===== config.mk =====
export PLATFORM = sky130hd
export DESIGN_NAME = motion_update_broadcaster
export DESIGN_NICKNAME = d
export VERILOG_FILES = /design/src/rtl/motion_update_broadcaster.sv
export SDC_FILE = /design/constraint.sdc
export NUM_CORES = 1
export LEC_CHECK = 0
export BUFFER_PORTS_ARGS = -buffer_cell sky130_fd_sc_hd__buf_2
export CORE_ASPECT_RATIO = 1.75
export CORE_UTILIZATION = 52
export DETAILED_ROUTE_END_ITERATION = 10
export HOLD_SLACK_MARGIN = 0.02
export PLACE_DENSITY_LB_ADDON = 0.25
export SETUP_SLACK_MARGIN = 0.2
export SLEW_MARGIN = 15
export SYNTH_ARGS = -nofsm -noshare
export SYNTH_HDL_FRONTEND = slang
export SYNTH_SLANG_ARGS = --single-unit

===== constraint.sdc =====
create_clock -name clk -period 5.3 [get_ports clk]
set_input_delay 0.795 -clock clk [delete_from_list [all_inputs] [get_ports clk]]
set_output_delay 0.795 -clock clk [all_outputs]
set_load 0.02 [all_outputs]

===== src/rtl/motion_update_broadcaster.sv =====
// motion_update_broadcaster
//
// Walks every cell in z-fastest / y / x order and, for each cell, reads the
// particle count (address 0) and then every particle (addresses 1..count).
// For each particle it forms new = pos + disp per coordinate, with wrap-around.
// It derives the destination cell from the top CELL_ID_WIDTH bits of each
// coordinate and broadcasts the result to the position caches.
//
// Ports:
//   clk, rst               clock, asynchronous active-high reset
//   start                  one-cycle pulse that begins a pass (ignored while busy)
//   out_rd_cell            cell being read, {x,y,z}
//   out_rd_address         address within that cell (0 = count word)
//   out_rden               read enable
//   in_pos / in_disp       read data, {z,y,x}, one cycle after the address
//   motion_update_enable   high for the whole broadcast window
//   out_data               new position {z,y,x}
//   out_data_dst_cell      destination cell {x,y,z}
//   out_data_valid         broadcast qualifier
//   out_busy               pass in progress
//   out_done               one-cycle pulse at the end of a pass
//   out_error              sticky: a destination index was out of range
module motion_update_broadcaster #(
  parameter int DATA_WIDTH    = 32,
  parameter int ADDR_WIDTH    = 8,
  parameter int CELL_ID_WIDTH = 4,
  parameter int CELL_NUM_X    = 4,
  parameter int CELL_NUM_Y    = 4,
  parameter int CELL_NUM_Z    = 4
) (
  input  logic                       clk,
  input  logic                       rst,
  input  logic                       start,
  output logic [3*CELL_ID_WIDTH-1:0] out_rd_cell,
  output logic [ADDR_WIDTH-1:0]      out_rd_address,
  output logic                       out_rden,
  input  logic [3*DATA_WIDTH-1:0]    in_pos,
  input  logic [3*DATA_WIDTH-1:0]    in_disp,
  output logic                       motion_update_enable,
  output logic [3*DATA_WIDTH-1:0]    out_data,
  output logic [3*CELL_ID_WIDTH-1:0] out_data_dst_cell,
  output logic                       out_data_valid,
  output logic                       out_busy,
  output logic                       out_done,
  output logic                       out_error
);

  typedef enum logic [2:0] {
    IDLE,
    READ_COUNT,
    WAIT_COUNT,
    STREAM,
    NEXT_CELL,
    DRAIN,
    HOLD
  } state_t;

  localparam logic [CELL_ID_WIDTH-1:0] LAST_X = CELL_ID_WIDTH'(CELL_NUM_X - 1);
  localparam logic [CELL_ID_WIDTH-1:0] LAST_Y = CELL_ID_WIDTH'(CELL_NUM_Y - 1);
  localparam logic [CELL_ID_WIDTH-1:0] LAST_Z = CELL_ID_WIDTH'(CELL_NUM_Z - 1);

  state_t                   state_reg, state_next;
  logic [ADDR_WIDTH-1:0]    addr_reg, addr_next;
  logic [ADDR_WIDTH-1:0]    count_reg, count_next;
  logic [CELL_ID_WIDTH-1:0] cell_x_reg, cell_x_next;
  logic [CELL_ID_WIDTH-1:0] cell_y_reg, cell_y_next;
  logic [CELL_ID_WIDTH-1:0] cell_z_reg, cell_z_next;
  logic [1:0]               hold_cnt_reg, hold_cnt_next;
  logic                     enable_reg, enable_next;
  logic                     busy_reg, busy_next;
  logic                     done_reg, done_next;
  logic                     error_reg, error_next;

  // Broadcast pipeline: rd_pend_reg marks a particle read whose data is on
  // in_pos/in_disp this cycle; the output stage registers the result.
  logic                                  rd_pend_reg;
  logic                                  valid_reg;
  logic [2:0][DATA_WIDTH-1:0]            data_reg;
  logic [3*CELL_ID_WIDTH-1:0]            dst_reg;

  logic [2:0][DATA_WIDTH-1:0]            new_pos;
  logic [2:0][CELL_ID_WIDTH-1:0]         dst_idx;
  logic [2:0]                            in_range;
  logic                                  particle_ok;
  logic                                  particle_bad;

  // Per-dimension update: index 0 = x, 1 = y, 2 = z (x in the low bits).
  for (genvar gi = 0; gi < 3; gi++) begin : g_dim
    localparam int LIMIT = (gi == 0) ? CELL_NUM_X : (gi == 1) ? CELL_NUM_Y : CELL_NUM_Z;
    assign new_pos[gi]  = in_pos[gi*DATA_WIDTH +: DATA_WIDTH] + in_disp[gi*DATA_WIDTH +: DATA_WIDTH];
    assign dst_idx[gi]  = new_pos[gi][DATA_WIDTH-1 -: CELL_ID_WIDTH];
    assign in_range[gi] = ({1'b0, dst_idx[gi]} < (CELL_ID_WIDTH+1)'(LIMIT));
  end

  assign particle_ok  = rd_pend_reg & (&in_range);
  assign particle_bad = rd_pend_reg & ~(&in_range);

  // Next-state and control
  always_comb begin
    state_next    = state_reg;
    addr_next     = addr_reg;
    count_next    = count_reg;
    cell_x_next   = cell_x_reg;
    cell_y_next   = cell_y_reg;
    cell_z_next   = cell_z_reg;
    hold_cnt_next = hold_cnt_reg;
    enable_next   = enable_reg;
    busy_next     = busy_reg;
    done_next     = 1'b0;
    error_next    = error_reg | particle_bad;

    case (state_reg)
      IDLE: begin
        if (start) begin
          state_next  = READ_COUNT;
          enable_next = 1'b1;
          busy_next   = 1'b1;
          error_next  = 1'b0;
        end
      end
      READ_COUNT: state_next = WAIT_COUNT;
      WAIT_COUNT: begin
        count_next = in_pos[ADDR_WIDTH-1:0];
        if (in_pos[ADDR_WIDTH-1:0] == '0) begin
          state_next = NEXT_CELL;
        end else begin
          state_next = STREAM;
          addr_next  = ADDR_WIDTH'(1);
        end
      end
      STREAM: begin
        if (addr_reg == count_reg) begin
          state_next = NEXT_CELL;
        end else begin
          addr_next = addr_reg + ADDR_WIDTH'(1);
        end
      end
      NEXT_CELL: begin
        // z fastest, then y, then x; counters wrap back to (0,0,0) after the last cell
        if (cell_z_reg == LAST_Z) begin
          cell_z_next = '0;
          if (cell_y_reg == LAST_Y) begin
            cell_y_next = '0;
            cell_x_next = (cell_x_reg == LAST_X) ? '0 : cell_x_reg + CELL_ID_WIDTH'(1);
          end else begin
            cell_y_next = cell_y_reg + CELL_ID_WIDTH'(1);
          end
        end else begin
          cell_z_next = cell_z_reg + CELL_ID_WIDTH'(1);
        end
        if (cell_x_reg == LAST_X && cell_y_reg == LAST_Y && cell_z_reg == LAST_Z) begin
          state_next = DRAIN;
        end else begin
          state_next = READ_COUNT;
        end
      end
      DRAIN: begin
        // Only the output stage can still be full here; it empties this
        // cycle, so enable drops the cycle after the last valid.
        if (!rd_pend_reg) begin
          state_next    = HOLD;
          enable_next   = 1'b0;
          hold_cnt_next = '0;
        end
      end
      HOLD: begin
        // Gives the caches time for their count-write and buffer swap.
        if (hold_cnt_reg == 2'd2) begin
          state_next = IDLE;
          done_next  = 1'b1;
          busy_next  = 1'b0;
        end else begin
          hold_cnt_next = hold_cnt_reg + 2'd1;
        end
      end
      default: state_next = IDLE;
    endcase
  end

  always_ff @(posedge clk or posedge rst) begin
    if (rst) begin
      state_reg    <= IDLE;
      addr_reg     <= '0;
      count_reg    <= '0;
      cell_x_reg   <= '0;
      cell_y_reg   <= '0;
      cell_z_reg   <= '0;
      hold_cnt_reg <= '0;
      enable_reg   <= 1'b0;
      busy_reg     <= 1'b0;
      done_reg     <= 1'b0;
      error_reg    <= 1'b0;
    end else begin
      state_reg    <= state_next;
      addr_reg     <= addr_next;
      count_reg    <= count_next;
      cell_x_reg   <= cell_x_next;
      cell_y_reg   <= cell_y_next;
      cell_z_reg   <= cell_z_next;
      hold_cnt_reg <= hold_cnt_next;
      enable_reg   <= enable_next;
      busy_reg     <= busy_next;
      done_reg     <= done_next;
      error_reg    <= error_next;
    end
  end

  // Broadcast pipeline; the bus is forced to zero whenever it is not valid.
  always_ff @(posedge clk or posedge rst) begin
    if (rst) begin
      rd_pend_reg <= 1'b0;
      valid_reg   <= 1'b0;
      data_reg    <= '0;
      dst_reg     <= '0;
    end else begin
      rd_pend_reg <= (state_reg == STREAM);
      valid_reg   <= particle_ok;
      data_reg    <= particle_ok ? new_pos : '0;
      dst_reg     <= particle_ok ? {dst_idx[0], dst_idx[1], dst_idx[2]} : '0;
    end
  end

  assign out_rden             = (state_reg == READ_COUNT) || (state_reg == STREAM);
  assign out_rd_address       = (state_reg == STREAM) ? addr_reg : '0;
  assign out_rd_cell          = {cell_x_reg, cell_y_reg, cell_z_reg};
  assign motion_update_enable = enable_reg;
  assign out_data             = data_reg;
  assign out_data_dst_cell    = dst_reg;
  assign out_data_valid       = valid_reg;
  assign out_busy             = busy_reg;
  assign out_done             = done_reg;
  assign out_error            = error_reg;

endmodule


**After elaboration in Yosys (flattened, before gate mapping)**

Index checks and enable logic that the tools add are counted.

- Bits in registers: 147
- Input bits: 195
- Logic and storage cells: 95

- Add/sub/neg operators: 8
- Order comparisons: 3
- Equal/unequal tests: 18
- Muxes and demuxes: 28
- Bitwise gates (word level): 4
- Reduce and logical (&&, ||, !) cells: 17

Operators with widths:

| operator | number |
|---|---|
| $add A32 B32 Y32 | 3 |
| $mux W96 | 1 |
| $mux W8 | 3 |
| $pmux W3 S7 | 1 |
| $mux W3 | 6 |
| $reduce_and A3 Y1 | 6 |
| $pmux W8 S2 | 1 |
| $ne A2 B2 Y1 const B | 7 |
| $add A4 B1 Y4 const B | 3 |
| $eq A4 B2 Y1 const B | 3 |
| $lt A4 B3 Y1 const B | 3 |
| $mux W12 | 1 |
| $mux W4 | 3 |
| $eq A3 B3 Y1 const B | 3 |
| $add A8 B1 Y8 const B | 1 |
| $eq A8 B8 Y1 | 1 |
| $logic_not A8 Y1 | 1 |
| $reduce_bool A2 Y1 | 4 |
| $mux W1 | 7 |
| $eq A3 B2 Y1 const B | 2 |
| $mux W2 | 2 |
| $pmux W1 S2 | 2 |
| $pmux W2 S2 | 1 |
| $reduce_and A4 Y1 | 1 |
| other kinds (10) | 12 |

**Depth between registers and ports, before layout**

- Depth in word-level cells: 8
- Depth in mapped cells: 15
- Depth with buffers taken out: 13

**Least setup slack after synthesis**

OpenSTA, ideal clock, no wires.

- Path type: input to register
- From: in in_pos[0]
- To: reg data_reg (netlist bit out_data[50])
- Setup time: 73 ps
- Data arrival time: 3789 ps
- Required time: 5227 ps
- Slack: 1438 ps
- Stages on the path: 15
- Cell sequence: ha_1 > inv_1 > fa_1 > nand2b_1 > a21oi_1 > o211ai_1 > a31o_1 > o311ai_0 > o2111ai_1 > or4_1 > or3_1 > buf_2 > buf_6 > buf_6 > nor2_1

- Word-level cells in the longest chain between the ends: 5

RTL lines:

| what | RTL line | text |
|---|---|---|
| start: declaration | 37 | `input logic [3*DATA_WIDTH-1:0] in_pos,` |
| $add A32 B32 Y32 | 90 | `assign new_pos[gi] = in_pos[gi*DATA_WIDTH +: DATA_WIDTH] + in_disp[gi*DATA_WIDTH +: DATA_WIDTH];` |
| $lt A4 B3 Y1 | 92 | `assign in_range[gi] = ({1'b0, dst_idx[gi]} < (CELL_ID_WIDTH+1)'(LIMIT));` |
| $reduce_and A3 Y1 | 95 | `assign particle_ok = rd_pend_reg & (&in_range);` |
| $and A1 B1 Y1 | 95 |  |
| $mux W96 | 218 | `data_reg <= particle_ok ? new_pos : '0;` |
| end signal: assignment | 218 |  |
| end: declaration | 78 | `logic [2:0][DATA_WIDTH-1:0] data_reg;` |

Every way passes these cells.
A chain may end at the register's enable or synchronous reset.

**Worst setup path after layout**

- From: in in_pos[0]
- To: reg data_reg (netlist bit out_data[86])

- Word-level cells in the longest chain between the ends: 5

RTL lines:

| what | RTL line | text |
|---|---|---|
| $add A32 B32 Y32 | 90 |  |
| $lt A4 B3 Y1 | 92 |  |
| $reduce_and A3 Y1 | 95 |  |
| $and A1 B1 Y1 | 95 |  |
| via particle_ok | 84 | `logic particle_ok;` |
| $mux W96 | 218 |  |

The timed path passes the listed nets, and every way through them passes these cells.

==> results.md <==
- # port buffers: 328
- Worst min path class: reg -> reg
- CP max stage delay: 0.68 ns
- Postcts setup bufs: 0
- Via Count: 9374
- Max Cap Violations: 0
- Critical Path, Cell by Cell: buf_2 -> ha_1 -> inv_1 -> fa_1 -> nand2b_1 -> a21oi_1 -> o211ai_1 -> a31o_1 -> o311ai_0 -> o2111ai_1 -> or4_1 -> or3_4 -> inv_1 -> and3_1
- Relative slew slack: 0.336
- Core Area: 18100 um2
- CTS resizes: 0
- Share of post-route cells with drive strength above 1: 0.275
- Global router's overall resource usage: 0.301
- Synth Register Bits: 135
- Initial Utilization: 0.533
- Vias in the first global route: 9384
- Crit-path max FO: 86
- Clk sink count: 135
- Post-DP HPWL: 22600 um
- DP Area: 11400 um2
- Antenna-violating nets left: 0
- WHS: 0.486 ns
- Seq/Total Area, Yosys: 0.351
- Post-Layout Cell Count: 1633
- Post-synth EDFFs: 0
- First-pass GRT wire length: 44900 um
- Post-Route WL: 28400 um
- Largest net degree at the start of global routing: 92
- Largest register FFs: 85
- Slew Limit Fails: 0
- Crit path arrival time: 4.69 ns
- CTS tree: built
- CP Capture Point: out_data[86]
- Post-DR vias/cell: 5.74
- Post-synthesis cell type count: 72
- Worst clock skew: 0.00697 ns
- Horiz. Die Dim: 105 um
- Post-Synthesis Cells: 1073
- Hold Violations, Final: 0
- Routed length per placed instance: 17.4 um
- Setup violators final: 0
- Crit path from: in_pos[0]
- Final setup TNS: 0 ns
- Synth Flop Type: dfrtp_1
- Clock slew at reported path FFs: 0.06 ns
- Worst Tran Pin Value: 0.996 ns
- Antenna violations before repair: 2
- Reg2reg start: state_reg[0]
- Power density cells: 298 nW/um2
- Post-route minimum period: 4.33 ns
- Iter 0 DRT Violations: 422
- CTS root buffer: clkbuf_16
- Most Frequent Cell on Critical Path: inv_1
- Synthesized area: 9630 um2
- GPL Wtd Cong: 0.959
- R2R depth: 9
- Die ar.: 19100 um2
- RSZ-0062 raised after global routing: false
- Status: finished, final reports clean
- H-Tree Depth: 4
- CTS Buf Count: 17
- Crit Path Class: in -> reg
- Synthesized area per cell: 8.98 um2
- Residual DRC: 0
- Drt pass-1 iters: 5
- Deepest clock path buffer count: 2
- Hold_sp: hold_cnt_reg[1]
- Design Area, Final: 11900 um2
- Final worst-path cycle share: 0.817
- FF-to-FF End: addr_reg[7]
- Type of origin of the critical path: primary input
- Total power: 0.00356 W
- Synthesis warning total: 0
- GRT overflow: 0
- Placed insts: 1600
- Leakage: 6.39 nW
- Hold-fix buffers at CTS: 0
- IO Count: 329
- Worst path slowest cell: or3_4
- Clock Latency Late Sink: 0.42 ns
- FMAX: 231 MHz
- Post-synthesis async set-or-reset flop share: 1.00
- Final #Nets: 1681
- CP endpoint kind: flip-flop
- Die Y: 182 um
- Worst EP required: 5.65 ns
- Peak supply drop: 0.000232 V
- R2r setup slk: 2.27 ns
- Layout area overhead: 24.0%
- Cell Rows: 65
[layer usage]
metal	part of all wire	vias to the layer above	global-route usage
li1	-	4484	-
met1	0.36	4412	0.311
met2	0.54	390	0.567
met3	0.059	86	0.0556
met4	0.045	2	0.159
met5	0.00060	-	0
[power by group]
part	leakage, nW	switching, W	internal, W
Sequential	1.83	0.000112	0.00112
Clock	0.279	0.000461	0.000707
Combinational	4.29	0.000672	0.000488
[placed cells by master, fill, tap and decap left out, types with 15 or more instances in the layout]
master and n:
buf_2 328, a21oi_1 71, ha_1 98, inv_1 29, dfrtp_1 135, nand2_1 73, nor2_1 133, a31oi_1 17
clkbuf_16 17, nand2b_1 17, xnor2_1 40, o21ai_0 56, a21o_1 46, xor2_1 52, nor3_1 30, and3_1 23
nand4_1 15, nand3_1 35
[logic make-up (layout without fill, tap and decap cells)]
| logic type | after synthesis | count (layout) | share of synthesized area |
|---|---|---|---|
| AO/OA/AOI/OAI | 288 | 288 | 0.196 |
| multiplexers | 14 | 14 | 0.0161 |
| buffers and inverters | 74 | 394 | 0.0390 |
| flip-flops | 135 | 135 | 0.351 |
| XOR/XNOR | 92 | 92 | 0.0837 |
| other | 1 | 7 | 0.000389 |
| adder cells (fa/ha/maj) | 101 | 101 | 0.134 |
| AND/OR/NAND/NOR | 368 | 368 | 0.181 |
[Yosys cell counts, drive strengths merged, types with 11 or more instances]
cell	instances	share of area
xor2	52	0.047
o21a	11	0.0086
a21oi	72	0.038
clkbuf	20	0.0078
buf	24	0.019
inv	30	0.012
o211ai	13	0.010
nand2	73	0.028
ha	98	0.13
nor3	30	0.016
mux2	12	0.014
dfrtp	135	0.35
nand3	35	0.018
nor2	133	0.052
a31oi	17	0.011
and2	12	0.0078
xnor2	40	0.036
a21o	46	0.036
nand4	15	0.0097
nand2b	17	0.011
a211oi	15	0.012
o21ai	56	0.029
and3	23	0.015
[metrics by stage]
| step | util | setup slack (ns) |
|---|---|---|
| 6_report | 0.661 | 0.968 |
| 5_1_grt | 0.661 | 0.572 |
| 3_3_place_gp | 0.629 | 0.613 |
| 4_1_cts | 0.661 | 0.906 |
| 3_5_place_dp | 0.629 | 0.499 |
| 2_1_floorplan | - | 0.894 |
[area by class of cell]
| type | instances | area (um2) |
|---|---|---|
| diodes | 1 | 2.50 |
| clock buffers | 22 | 454 |
| clock inverters | 10 | 121 |
| fillers | 1601 | 6110 |
| inverters | 30 | 118 |
| multi-input cells | 869 | 5900 |
| flip-flops and latches | 135 | 3380 |
| well taps | 234 | 293 |
| repair buffers | 332 | 1670 |
[worst max-delay path: cells and delay by family]
family | cells | cell delay (ns)
buf+inv | 3 | 0.44
compound gates | 5 | 1.34
simple gates | 4 | 1.50
fa+ha+maj | 2 | 0.59
[how the worst min path moves through the flow]
| stage | to | slack (ns) | cells after the start |
|---|---|---|---|
| after floorplan | hold_cnt_reg[1] | 0.45 | 2 |
| after global placement | hold_cnt_reg[1] | 0.47 | 2 |
| after detailed placement | hold_cnt_reg[1] | 0.48 | 2 |
| after CTS | hold_cnt_reg[1] | 0.49 | 2 |
| after global routing | hold_cnt_reg[1] | 0.52 | 2 |
| final | hold_cnt_reg[1] | 0.49 | 2 |
No activity file was read; power rests on OpenSTA's default activity.
